`config.mk`:
```
export PLATFORM = sky130hd
export DESIGN_NAME = rx_fifo_ctrl
export DESIGN_NICKNAME = d
export VERILOG_FILES = /design/src/rtl/rx_pkg.sv /design/src/rtl/rx_pad_queue.sv /design/src/rtl/rx_fifo_ctrl.sv
export SDC_FILE = /design/constraint.sdc
export NUM_CORES = 1
export LEC_CHECK = 0
export CAP_MARGIN = 5
export CORE_MARGIN = 5
export CORE_UTILIZATION = 54
export DETAILED_ROUTE_END_ITERATION = 8
export PLACE_DENSITY = 0.8
export SLEW_MARGIN = 5
export SYNTH_ARGS = -nofsm -noshare
export SYNTH_HDL_FRONTEND = slang
export SYNTH_SLANG_ARGS = --single-unit
export TNS_END_PERCENT = 30
```
`constraint.sdc`:
```
create_clock -name clk -period 12.7 [get_ports clk]
set_input_delay 2.54 -clock clk [delete_from_list [all_inputs] [get_ports clk]]
set_output_delay 2.54 -clock clk [all_outputs]
set_load 0.01 [all_outputs]
```
`src/rtl/rx_pkg.sv`:
```
// rx_pkg: shared types and constants for the receive FIFO controller.
// Pad records tie a partial word index to its count of real bytes.
package rx_pkg;

    localparam int BYTES_PER_WORD = 16;
    localparam int BEATS_PER_WORD = 4;

    typedef enum logic {
        W_PASS,
        W_PAD
    } w_state_t;

    typedef enum logic [1:0] {
        R_IDLE,
        R_WAIT,
        R_BEAT
    } r_state_t;

    typedef struct packed {
        logic [8:0] word_idx;
        logic [3:0] valid_bytes;
    } pad_rec_t;

    function automatic logic [2:0] beats_for(input logic [3:0] nbytes);
        return 3'(({1'b0, nbytes} + 5'd3) >> 2);
    endfunction

    // Byte mask for a final beat holding nbytes (1..4) real bytes.
    function automatic logic [3:0] keep_for(input logic [3:0] nbytes);
        logic [3:0] k;
        unique case (nbytes)
            4'd1:    k = 4'h1;
            4'd2:    k = 4'h3;
            4'd3:    k = 4'h7;
            default: k = 4'hF;
        endcase
        return k;
    endfunction

endpackage

```
`src/rtl/rx_pad_queue.sv`:
```
// rx_pad_queue: small synchronous FIFO of pad records.
// Head is visible combinationally; push and pop in one cycle both apply.
module rx_pad_queue
    import rx_pkg::*;
#(
    parameter int DEPTH = 4
) (
    input  logic     clk,
    input  logic     rst,
    input  logic     push,
    input  pad_rec_t push_rec,
    input  logic     pop,
    output logic     full,
    output logic     empty,
    output pad_rec_t head
);

    localparam int AW = (DEPTH > 1) ? $clog2(DEPTH) : 1;
    localparam logic [AW-1:0] LAST = AW'(DEPTH - 1);
    localparam logic [AW:0] CAP = (AW + 1)'(DEPTH);

    pad_rec_t mem [DEPTH];
    logic [AW-1:0] wr_ptr;
    logic [AW-1:0] rd_ptr;
    logic [AW:0] count;
    logic do_push;
    logic do_pop;

    assign full = (count == CAP);
    assign empty = (count == '0);
    assign do_push = push && !full;
    assign do_pop = pop && !empty;
    assign head = mem[rd_ptr];

    always_ff @(posedge clk or posedge rst) begin
        if (rst) begin
            wr_ptr <= '0;
            rd_ptr <= '0;
            count <= '0;
            for (int i = 0; i < DEPTH; i++) begin
                mem[i] <= '0;
            end
        end else begin
            if (do_push) begin
                mem[wr_ptr] <= push_rec;
                wr_ptr <= (wr_ptr == LAST) ? '0 : wr_ptr + AW'(1);
            end
            if (do_pop) begin
                rd_ptr <= (rd_ptr == LAST) ? '0 : rd_ptr + AW'(1);
            end
            unique case ({do_push, do_pop})
                2'b10:   count <= count + (AW + 1)'(1);
                2'b01:   count <= count - (AW + 1)'(1);
                default: count <= count;
            endcase
        end
    end

endmodule

```
`src/rtl/rx_fifo_ctrl.sv`:
```
// rx_fifo_ctrl: byte-in / 128-bit-out receive FIFO sequencer.
// Pads partial words on idle or flush and serialises words as 32-bit beats.
module rx_fifo_ctrl
    import rx_pkg::*;
#(
    parameter int IDLE_TIMEOUT = 1024,
    parameter int PADQ_DEPTH = 4
) (
    input  logic         clk,
    input  logic         rst,
    input  logic         in_valid,
    input  logic [7:0]   in_data,
    output logic         in_ready,
    input  logic         flush,
    output logic         fifo_wr_en,
    output logic [7:0]   fifo_wr_data,
    input  logic         fifo_wr_full,
    output logic         fifo_rd_en,
    input  logic [127:0] fifo_rd_data,
    input  logic         fifo_rd_empty,
    output logic         out_valid,
    output logic [31:0]  out_data,
    output logic [3:0]   out_keep,
    output logic         out_last,
    input  logic         out_ready
);

    localparam int IW = $clog2(IDLE_TIMEOUT + 1);
    localparam logic [IW-1:0] TMO = IW'(IDLE_TIMEOUT);
    localparam logic [3:0] PH_LAST = 4'(BYTES_PER_WORD - 1);

    w_state_t w_state;
    logic [3:0] wr_phase;
    logic [8:0] wr_word;
    logic [IW-1:0] idle_cnt;
    logic flush_pend;

    logic accept;
    logic timed_out;
    logic pad_req;
    logic pad_start;
    logic [3:0] phase_next;

    r_state_t r_state;
    logic [8:0] rd_word;
    logic [127:0] hold;
    logic [1:0] beat;
    logic [2:0] nbeats;
    logic padded;
    logic [3:0] pad_bytes;

    logic padq_full;
    logic padq_empty;
    logic padq_pop;
    pad_rec_t padq_head;
    pad_rec_t padq_rec;

    logic head_hit;
    logic [2:0] first_nb;
    logic first_last;
    logic [3:0] first_keep;
    logic [1:0] next_beat;
    logic next_last;
    logic [3:0] next_keep;
    logic final_beat;

    // Write path is combinational so bytes land in the FIFO with no latency.
    always_comb begin
        in_ready = 1'b0;
        fifo_wr_en = 1'b0;
        fifo_wr_data = 8'h00;
        if (!rst) begin
            unique case (w_state)
                W_PASS: begin
                    in_ready = !fifo_wr_full;
                    fifo_wr_en = in_valid && !fifo_wr_full;
                    fifo_wr_data = in_data;
                end
                W_PAD: begin
                    fifo_wr_en = !fifo_wr_full;
                end
                default: ;
            endcase
        end
    end

    assign accept = in_valid && in_ready;
    assign timed_out = (idle_cnt == TMO);
    assign phase_next = wr_phase + {3'b000, fifo_wr_en};
    assign pad_req = (w_state == W_PASS) && (wr_phase != 4'd0) && !accept
                   && (timed_out || flush || flush_pend);
    assign pad_start = pad_req && !padq_full;
    assign padq_rec = '{word_idx: wr_word, valid_bytes: wr_phase};

    always_ff @(posedge clk or posedge rst) begin
        if (rst) begin
            w_state <= W_PASS;
            wr_phase <= 4'd0;
            wr_word <= 9'd0;
            idle_cnt <= '0;
            flush_pend <= 1'b0;
        end else begin
            if (fifo_wr_en) begin
                wr_phase <= wr_phase + 4'd1;
                if (wr_phase == PH_LAST) begin
                    wr_word <= wr_word + 9'd1;
                end
            end
            if (accept || wr_phase == 4'd0 || w_state != W_PASS) begin
                idle_cnt <= '0;
            end else if (!timed_out) begin
                idle_cnt <= idle_cnt + IW'(1);
            end
            // A flush waits out a full pad queue but dies once the word completes.
            flush_pend <= (w_state == W_PASS) && (flush || flush_pend)
                        && !pad_start && (phase_next != 4'd0);
            unique case (w_state)
                W_PASS: if (pad_start) w_state <= W_PAD;
                W_PAD: if (fifo_wr_en && wr_phase == PH_LAST) w_state <= W_PASS;
                default: w_state <= W_PASS;
            endcase
        end
    end

    rx_pad_queue #(
        .DEPTH(PADQ_DEPTH)
    ) u_padq (
        .clk(clk),
        .rst(rst),
        .push(pad_start),
        .push_rec(padq_rec),
        .pop(padq_pop),
        .full(padq_full),
        .empty(padq_empty),
        .head(padq_head)
    );

    assign fifo_rd_en = !rst && (r_state == R_IDLE) && !fifo_rd_empty;

    assign head_hit = !padq_empty && (padq_head.word_idx == rd_word);
    assign first_nb = head_hit ? beats_for(padq_head.valid_bytes)
                               : 3'(BEATS_PER_WORD);
    assign first_last = head_hit && (first_nb == 3'd1);
    assign first_keep = first_last ? keep_for(padq_head.valid_bytes) : 4'hF;

    assign next_beat = beat + 2'd1;
    assign next_last = padded && ({1'b0, next_beat} + 3'd1 == nbeats);
    assign next_keep = next_last ? keep_for(pad_bytes - {next_beat, 2'b00})
                                 : 4'hF;
    assign final_beat = ({1'b0, beat} + 3'd1 == nbeats);
    assign padq_pop = (r_state == R_BEAT) && out_ready && final_beat && padded;

    always_ff @(posedge clk or posedge rst) begin
        if (rst) begin
            r_state <= R_IDLE;
            rd_word <= 9'd0;
            hold <= '0;
            beat <= 2'd0;
            nbeats <= 3'd0;
            padded <= 1'b0;
            pad_bytes <= 4'd0;
            out_valid <= 1'b0;
            out_data <= 32'd0;
            out_keep <= 4'd0;
            out_last <= 1'b0;
        end else begin
            unique case (r_state)
                R_IDLE: begin
                    if (!fifo_rd_empty) r_state <= R_WAIT;
                end
                R_WAIT: begin
                    hold <= fifo_rd_data;
                    padded <= head_hit;
                    pad_bytes <= padq_head.valid_bytes;
                    nbeats <= first_nb;
                    beat <= 2'd0;
                    out_valid <= 1'b1;
                    out_data <= fifo_rd_data[31:0];
                    out_keep <= first_keep;
                    out_last <= first_last;
                    r_state <= R_BEAT;
                end
                R_BEAT: begin
                    if (out_ready) begin
                        if (final_beat) begin
                            out_valid <= 1'b0;
                            out_last <= 1'b0;
                            rd_word <= rd_word + 9'd1;
                            r_state <= R_IDLE;
                        end else begin
                            beat <= next_beat;
                            out_data <= hold[{next_beat, 5'b00000} +: 32];
                            out_keep <= next_keep;
                            out_last <= next_last;
                        end
                    end
                end
                default: r_state <= R_IDLE;
            endcase
        end
    end

endmodule

```
==> flow_summary.ini <==
[synth]
ys_seq_elements = 272
synthDistinctLibCells = 54
synth.largest_area_cell = dfrtp_1
syn_area_um2 = 12600
avgSynthCellArea_um2 = 10.7
synth_area_leaders = dfrtp_1 54%, nand2_1 14%, mux4_2 5.9%, mux2i_1 3.0%, mux2_4 2.9%
synth_top_area_frac = 0.539
syn-num-nets = 1345
synthCells = 1185
ys_seq_area_frac = 0.539
ys.warnings.count = 0

[floorplan]
core-area_um2 = 23300
die_h_um = 163
initial_core_util = 0.543
die_w_um = 163
top_level_ports = 192
dieArea_um2 = 26500
rows = 56

[cts]
cts_resized = 0
clkTransAtPathRegs_ns = 0.06
cts_tree = built
htreeDepth = 1
cts_sinks = 272
cts_setup_buffers = 0
hold_buffers = 0
root_buffer = clkbuf_16
cts_inserted_buffers = 28
clockBufferDepth = 3
clkLatencyLatePin_ns = 0.52

[drt]
num_vias = 9058
drc = 0
wl_um = 28900
drt_iter0_markers = 706
drt_first_pass_iters = 5
wl_per_cell_um = 17.1
detail-route-antenna-nets = 0
drt-vias-per-instance = 5.37

[timing]
setup_tns_ns = 0
min_period_ns = 7.14
worst_slew_pin_slew_ns = 1.20
final.period_utilization = 0.562
fmax_mhz = 140
slew_violations = 0
rsz0062_at_grt = false
finalClockSkew_ns = 0.0118
setup_viol = 0
final-hold-violation-count = 0
relSlewSlack = 0.197
whs_ns = 0.469

[setup_path]
end_kind = output port
crit_type = in -> out
cp-start-kind = input port
critical_path.max_fanout = 7
arrival_ns = 4.60
worstPathRequired_ns = 10.16

[min_path]
min-delay-path-class = reg -> reg

[global_routing]
grt_pass1_vias = 9359
grt_usage = 0.219
grt_antenna_before_repair = 2
grt_max_degree = 117
grt_first_pass_wirelength_um = 47300
grt-ovfl-total = 0

[placement]
place.gp.congestion = 0.806
io_buffers = 191
dp_hpwl_um = 18800

[run]
maxCapViolations = 0

[pwr]
powerDensity_nw_per_um2 = 217
p_leak_nw = 7.50
ir_drop_v = 0.000138

[final_layout]
drive_gt1_frac = 0.113
final_common_cell = nand2_1
syn_to_final_growth_pct = 24.7
final_cell_mix = 467 x nand2_1, 271 x dfrtp_1, 191 x clkdlybuf4s50_1
fin_nets = 1507

[run_status]
status = completed
flip-flops by register name (all words and copies together) (netlist names):
| signal | count |
|---|---|
| rd_word | 9 |
| out_keep | 4 |
| wr_phase | 4 |
| out_data | 32 |
| idle_cnt | 11 |
| w_state | 1 |
| pad_bytes | 4 |
| out_last | 1 |
| u_padq.count | 3 |
| u_padq.rd_ptr | 2 |
| u_padq.mem | 52 |
| out_valid | 1 |
| wr_word | 9 |
| r_state | 2 |
| beat | 2 |
| nbeats | 3 |
| hold | 128 |
| padded | 1 |
| flush_pend | 1 |
| u_padq.wr_ptr | 2 |
cells by family (layout without fill, tap and decap cells):
family,count (synthesis),after routing,synth area share
simple gates,557,557,0.183
xor+xnor,47,47,0.0326
buf+inv,83,264,0.0293
other cells,0,2,0
flops,272,272,0.539
fa+ha+maj,17,17,0.0174
mux,129,129,0.160
compound gates,80,80,0.0384
worst max-delay path, stage by stage:
cell             delay (ns)
clkdlybuf4s50_1        0.65
nor3_1                 0.73
clkdlybuf4s50_1        0.67
cell usage after synthesis, drive strengths merged:
cell type	count
nand2	471
o211ai	1
nor4	5
and2	8
buf	19
a22o	2
o31ai	3
a221o	1
ha	16
nor4b	1
mux2	48
nor3b	1
o41ai	2
nor4bb	1
a21o	1
inv	16
o22ai	2
xnor2	29
a221oi	1
or3	4
xor2	18
and4	1
and3	1
or4b	1
nand3	7
a31oi	4
nand2b	2
a21oi	5
o2111ai	1
or2	2
nand4	11
mux2i	38
nor3	11
nor2b	3
a211oi	1
fa	1
dfrtp	272
mux4	43
o31a	1
o21ai	55
nor2	27
clkbuf	48
final cells by class:
| class | count | area (µm²) |
|---|---|---|
| Multi-Input combinational cell | 830 | 5490 |
| Clock buffer | 41 | 831 |
| Antenna cell | 2 | 5.00 |
| Clock inverter | 8 | 171 |
| Inverter | 16 | 67.6 |
| Tap cell | 319 | 399 |
| Timing Repair Buffer | 199 | 1970 |
| Fill cell | 1698 | 7520 |
| Sequential cell | 272 | 6810 |
where the power goes:
group / internal [mW] / leakage, nW / switching (mW)
Sequential: 1.18 / 3.46 / 0.191
Combinational: 0.571 / 3.56 / 0.605
Clock: 0.552 / 0.486 / 0.323
worst paths after layout:
kind	start	end	slack [ns]	cells after the start
max	rst	fifo_wr_en	5.56	3
min	out_keep[0]$_DFFE_PP0P_	out_keep[0]$_DFFE_PP0P_	0.47	1
max reg2reg	beat[1]$_DFFE_PP0P_	u_padq.count[2]$_DFFE_PP0P_	8.67	10
min reg2reg	out_keep[0]$_DFFE_PP0P_	out_keep[0]$_DFFE_PP0P_	0.47	1
max in group asynchronous	rst	out_data[16]$_DFFE_PP0P_	8.32	3
min in group asynchronous	rst	out_valid$_DFFE_PP0P_	2.82	2
per-layer routing:
metal | routed length [µm] | vias up | track usage
met5 | 0 | - | 0
met4 | 515 | 0 | 0.0530
met3 | 1490 | 32 | 0.0304
met2 | 14400 | 229 | 0.366
met1 | 12500 | 4534 | 0.307
li1 | - | 4263 | -
metrics by stage:
step,instance area (µm²),power [mW],setup WS [ns],instances,util
after floorplan,12600,2.16,2.66,1185,-
after global placement,14700,2.51,5.62,1636,0.634
after detailed placement,14700,2.56,5.59,1636,0.634
after CTS,15700,3.46,5.58,1685,0.677
after global routing,15700,3.65,5.44,1687,0.677
final,15700,3.42,5.56,1687,0.677
No activity file was read; power rests on OpenSTA's default activity.
